### src/rtl/jk_excitation_seq.sv
// -----------------------------------------------------------------------------
// jk_excitation_seq
//
// Purpose:
//   Moves a bank of external JK flip-flop cells to a requested value. The
//   value is loaded directly or reached by counting up or down one step at a
//   time. Every step is one DRIVE cycle with J/K excitation, one SETTLE cycle
//   (master-slave cells update on the falling edge), and one CHECK cycle. In
//   CHECK the sensed cell outputs are compared with the expected value.
//
// Ports:
//   clk        single clock, all state changes on posedge
//   rst_n      asynchronous active-low reset
//   tgt_valid  request valid
//   tgt_ready  idle, able to accept a request (state == IDLE)
//   tgt_data   requested final cell value
//   mode       00 load direct, 01 count up, 10 count down, 11 reserved
//   fb_q       q outputs of the external cells
//   j, k       registered per-cell excitation, zero outside DRIVE
//   busy       state != IDLE
//   done       one-cycle completion pulse
//   err        sticky error, cleared by the next accepted request
// -----------------------------------------------------------------------------
module jk_excitation_seq #(
    parameter int WIDTH = 4
) (
    input  logic             clk,
    input  logic             rst_n,
    input  logic             tgt_valid,
    output logic             tgt_ready,
    input  logic [WIDTH-1:0] tgt_data,
    input  logic [1:0]       mode,
    input  logic [WIDTH-1:0] fb_q,
    output logic [WIDTH-1:0] j,
    output logic [WIDTH-1:0] k,
    output logic             busy,
    output logic             done,
    output logic             err
);

    localparam logic [1:0] S_IDLE   = 2'd0;
    localparam logic [1:0] S_DRIVE  = 2'd1;
    localparam logic [1:0] S_SETTLE = 2'd2;
    localparam logic [1:0] S_CHECK  = 2'd3;

    localparam logic [1:0] M_LOAD = 2'b00;
    localparam logic [1:0] M_UP   = 2'b01;
    localparam logic [1:0] M_DOWN = 2'b10;

    localparam logic [WIDTH-1:0] ONE = {{(WIDTH-1){1'b0}}, 1'b1};

    logic [1:0]       r_state;
    logic [1:0]       r_mode;
    logic [WIDTH-1:0] r_tgt;
    logic [WIDTH-1:0] r_cur;
    logic [WIDTH-1:0] r_exp;
    logic [WIDTH-1:0] r_j;
    logic [WIDTH-1:0] r_k;
    logic             r_done;
    logic             r_err;

    logic [1:0]       w_state_next;
    logic [1:0]       w_mode_next;
    logic [WIDTH-1:0] w_tgt_next;
    logic [WIDTH-1:0] w_cur_next;
    logic [WIDTH-1:0] w_exp_next;
    logic             w_done_next;
    logic             w_err_next;
    logic             w_enter_drive;
    logic [WIDTH-1:0] w_j_exc;
    logic [WIDTH-1:0] w_k_exc;

    always_comb begin
        w_state_next  = r_state;
        w_mode_next   = r_mode;
        w_tgt_next    = r_tgt;
        w_cur_next    = r_cur;
        w_exp_next    = r_exp;
        w_done_next   = 1'b0;
        w_err_next    = r_err;
        w_enter_drive = 1'b0;

        case (r_state)
            S_IDLE: begin
                if (tgt_valid) begin
                    w_tgt_next  = tgt_data;
                    w_mode_next = mode;
                    w_cur_next  = fb_q;
                    w_err_next  = 1'b0;
                    case (mode)
                        M_LOAD: begin
                            // A load always makes one pass, even when the
                            // cells already hold the target.
                            w_exp_next    = tgt_data;
                            w_state_next  = S_DRIVE;
                            w_enter_drive = 1'b1;
                        end
                        M_UP, M_DOWN: begin
                            w_exp_next = (mode == M_UP) ? fb_q + ONE : fb_q - ONE;
                            if (fb_q == tgt_data) begin
                                // Already there: finish without driving.
                                w_done_next = 1'b1;
                            end else begin
                                w_state_next  = S_DRIVE;
                                w_enter_drive = 1'b1;
                            end
                        end
                        default: begin
                            w_err_next = 1'b1;
                        end
                    endcase
                end
            end
            S_DRIVE:  w_state_next = S_SETTLE;
            S_SETTLE: w_state_next = S_CHECK;
            default: begin
                if (fb_q != r_exp) begin
                    w_err_next   = 1'b1;
                    w_state_next = S_IDLE;
                end else if (r_exp == r_tgt) begin
                    w_done_next  = 1'b1;
                    w_state_next = S_IDLE;
                end else begin
                    // Only count modes reach here; load always has exp == tgt.
                    w_cur_next    = r_exp;
                    w_exp_next    = (r_mode == M_UP) ? r_exp + ONE : r_exp - ONE;
                    w_state_next  = S_DRIVE;
                    w_enter_drive = 1'b1;
                end
            end
        endcase
    end

    // Excitation toward the next expected value: set bits that must rise,
    // reset bits that must fall, hold the rest. J and K are never both set.
    generate
        for (genvar gi = 0; gi < WIDTH; gi++) begin : g_exc
            assign w_j_exc[gi] = ~w_cur_next[gi] &  w_exp_next[gi];
            assign w_k_exc[gi] =  w_cur_next[gi] & ~w_exp_next[gi];
        end
    endgenerate

    always_ff @(posedge clk or negedge rst_n) begin
        if (!rst_n) begin
            r_state <= S_IDLE;
            r_mode  <= M_LOAD;
            r_tgt   <= '0;
            r_cur   <= '0;
            r_exp   <= '0;
            r_j     <= '0;
            r_k     <= '0;
            r_done  <= 1'b0;
            r_err   <= 1'b0;
        end else begin
            r_state <= w_state_next;
            r_mode  <= w_mode_next;
            r_tgt   <= w_tgt_next;
            r_cur   <= w_cur_next;
            r_exp   <= w_exp_next;
            r_j     <= w_enter_drive ? w_j_exc : '0;
            r_k     <= w_enter_drive ? w_k_exc : '0;
            r_done  <= w_done_next;
            r_err   <= w_err_next;
        end
    end

    assign tgt_ready = (r_state == S_IDLE);
    assign busy      = (r_state != S_IDLE);
    assign j         = r_j;
    assign k         = r_k;
    assign done      = r_done;
    assign err       = r_err;

endmodule

### config.mk
export PLATFORM = sky130hd
export DESIGN_NAME = jk_excitation_seq
export DESIGN_NICKNAME = d
export VERILOG_FILES = /design/src/rtl/jk_excitation_seq.sv
export SDC_FILE = /design/constraint.sdc
export NUM_CORES = 1
export LEC_CHECK = 0
export CORE_AREA = 2 2 66 68
export CTS_CLUSTER_DIAMETER = 120
export DETAILED_ROUTE_END_ITERATION = 12
export DIE_AREA = 0 0 68 70
export PLACE_DENSITY_LB_ADDON = 0.05
export SYNTH_ARGS = -nofsm -noshare
export SYNTH_HDL_FRONTEND = slang
export SYNTH_SLANG_ARGS = --single-unit
### constraint.sdc
create_clock -name clk -period 5.4 [get_ports clk]
set_input_delay 0.54 -clock clk [delete_from_list [all_inputs] [get_ports clk]]
set_output_delay 0.54 -clock clk [all_outputs]
set_load 0.02 [all_outputs]
==> results.json <==
{
  "grt_pass1_wl_um": 7330,
  "top_usage_layer": "met2",
  "crit_chain": "clkdlybuf4s50_1, inv_1, ha_1, fa_1, xnor2_1, a22oi_1, o32ai_1, a31oi_1, and3_1",
  "start_util_pct": 43.0,
  "gr-usage-met2_pct": 33.1,
  "timing.final.crit_period_ns": 2.46,
  "async_reset_ff_share_pct": 100,
  "clock_latency_ns": 0.27,
  "synthCells": 182,
  "place.detailed.hpwl_um": 3370,
  "htree_levels": 1,
  "crit_slowest_cell": "clkdlybuf4s50_1",
  "synth_compound_area_share_pct": 18.0,
  "cts_resized": 0,
  "finalCritPeriodShare_pct": 45.5,
  "synth-xor-area-share_pct": 7.87,
  "drive_gt1_share_pct": 9.85,
  "yosysWarnings": 0,
  "crit_family": "adder cells",
  "drc_errors": 0,
  "grt_use_met3_pct": 2.74,
  "drv_cap": 0,
  "die_w_um": 68,
  "ctsRootBufferMaster": "clkbuf_8",
  "synthesis.area_per_instance_um2": 9.79,
  "critical_path_class": "in2reg",
  "portBuffers": 24,
  "synth_edf_count": 0,
  "p_per_area_mw_per_mm2": 513,
  "cts_hold_buf": 0,
  "cts_buffers": 3,
  "synth-seq-cells": 26,
  "syn_area_mm2": 0.00178,
  "drtIter0Drc": 74,
  "vdd_ir_drop_max_v": 0.000312,
  "groute.layer.met1.usage_pct": 28.2,
  "finalHoldViolations": 0,
  "grt_pass1_vias": 1491,
  "synth_top_family_by_area": "compound AO/OA/AOI/OAI gates",
  "num-nets-final": 230,
  "start_kind": "primary input",
  "critPathCaptureType": "flop",
  "cp.required_ns": 5.61,
  "gp_congestion": 0.839,
  "grt_setup_unrepaired": "false",
  "setup_viol_count_final": 0,
  "crit_arrival_ns": 2.67,
  "grt_max_degree": 27,
  "vias": 1452,
  "dp_slack_ns": 2.66,
  "setup_ws_ns": 2.94,
  "synth_simple_gate_area_share_pct": 15.4,
  "ys_types": 49,
  "slowest_delay_ns": 0.50,
  "cp_max_fo": 3,
  "firstDrtPassIters": 4,
  "yosysSeqAreaShare_pct": 36.5,
  "rows": 24,
  "cts_tree": "done",
  "dieArea_mm2": 0.00476,
  "dp.cells": 251,
  "wirelength_um": 4250,
  "ant_nets": 0,
  "nFillCells": 419,
  "fin_cells": 255,
  "gr-total-overflow": 0,
  "cts_sinks": 26,
  "core_mm2": 0.00414,
  "post_cts_buffers": 0,
  "power_mw": 1.09,
  "power_leakage_nw": 0.965,
  "synthAdderAreaFrac_pct": 9.97,
  "relSlewSlack_pct": 60.2,
  "ys.flop_type": "dfrtp_1",
  "fmax_ghz": 0.407,
  "routedWlPerCell_um": 16.7,
  "synthMuxAreaShare_pct": 5.06,
  "io_pins": 25,
  "areaGrowthSynthToFinish_pct": 18.9,
  "hold_path.class": "reg2reg",
  "fin_worst_skew_ns": 0.00643,
  "slew_violations": 0,
  "tns_ns": 0,
  "via_per_inst": 5.69,
  "clock_path_buffers": 2,
  "status": "complete, no violations",
  "antenna_found_initial": 0,
  "grt_usage_pct": 20.4,
  "worstMarginPinSlew_ns": 0.597,
  "dieHeight_um": 70,
  "antenna_cells": 0,
  "syn_nets": 208,
  "clk_pin_slew_ns": 0.09,
  "path_buf_inv": 2
}
==> cells in the final DEF (no fill, tap or decap), types with 2 or more instances in the layout <==
master           count
a21oi_1             12
a221oi_1             3
o21ai_0              8
o211a_1              3
or4_1                2
nand2_1              6
a31oi_1              2
nand2b_1             2
nor4_1               4
nand3_2              2
xor2_1               5
nor3_1               2
inv_1               21
nand4_1              2
a22oi_1              3
or3_1                2
a211o_1              2
mux2_2               8
or2_2                2
clkdlybuf4s50_1     24
fa_1                 2
xnor2_1             11
ha_1                11
nor2_1               5
or2_1                2
o21a_1               2
and3_1               2
nand3_1              4
clkbuf_8             3
dfrtp_1             26
==> metal layers <==
layer / share of wire (%) / wire, µm
met2: 50 / 2140
met3: 4.1 / 174
met5: 0 / 0
met4: 1.1 / 48
met1: 44 / 1880
==> per-stage QoR <==
stage	util, %	hold WS (ns)	area, µm²
after global placement	49.4	0.465	2050
after global routing	51.1	0.534	2120
final	51.1	0.487	2120
after floorplan	-	0.244	1780
after detailed placement	49.4	0.471	2050
after CTS	51.1	0.493	2120
==> synthesized netlist by cell type (3+ instances only) <==
cell type	n	share of area, %
clkbuf_1	4	0.84
dfrtp_1	26	37
inv_1	21	4.4
o211a_1	3	1.7
o21ai_0	8	2.2
nor4_1	4	1.4
xor2_1	5	2.5
a21oi_1	12	3.4
xnor2_1	11	5.4
ha_1	11	7.7
nand3_1	4	1.1
a221oi_1	3	1.5
nor2_1	5	1.1
nand2_1	6	1.3
a22oi_1	3	1.3
mux2_2	8	5.1
==> sequential cells by signal (all words and copies together) (netlist names) <==
register,cells
done,1
err,1
j,4
k,4
r_cur,4
r_exp,4
r_mode,2
r_state,2
r_tgt,4
==> worst reg2reg max path, cell delays in order, from the launching register on <==
cell and delay, ns:
dfrtp_1 0.41, inv_1 0.09, ha_1 0.39, nand2_1 0.35, or3_1 0.47, a21oi_1 0.20
nor2_1 0.13, nor4_1 0.28
==> power by group <==
part	leakage, nW	internal (mW)	total (mW)	switching, mW
clock network	0.0357	0.0992	0.162	0.0626
registers	0.333	0.263	0.328	0.0647
logic	0.596	0.252	0.598	0.346
total	0.965	0.614	1.09	0.473
==> cell families (layout without fill, tap and decap cells) <==
family                   after synthesis  count (layout)
XOR/XNOR                              16              16
multiplexers                           8               8
adder cells (fa/ha/maj)               13              13
AND/OR/NAND/NOR                       44              44
buffers and inverters                 29              50
flip-flops                            26              26
AO/OA/AOI/OAI                         46              46
==> area by class of cell <==
type | instances | area [µm²] | area share, %
clock inverters | 1 | 30.0 | 1.42
flip-flops and latches | 26 | 651 | 30.7
well taps | 52 | 65.1 | 3.07
repair buffers | 25 | 248 | 11.7
clock buffers | 3 | 41.3 | 1.95
multi-input cells | 127 | 1000 | 47.4
inverters | 21 | 78.8 | 3.72
==> worst paths after layout <==
kind                                   startpoint                    end  slack, ns  cells past startpoint
min reg2reg                 r_mode[0]$_DFFE_PN0P_  r_mode[0]$_DFFE_PN0P_       0.49                      2
max                                       mode[1]         k[2]$_DFF_PN0_       2.94                      9
max reg2reg                r_state[0]$_DFFE_PN0P_         k[1]$_DFF_PN0_       2.98                      7
min                         r_mode[0]$_DFFE_PN0P_  r_mode[0]$_DFFE_PN0P_       0.49                      2
max in group asynchronous                   rst_n     r_exp[3]$_DFF_PN0_       4.53                      2
min in group asynchronous                   rst_n     r_cur[2]$_DFF_PN0_       0.62                      2
Note: power is estimated with default switching activity, not from simulation.
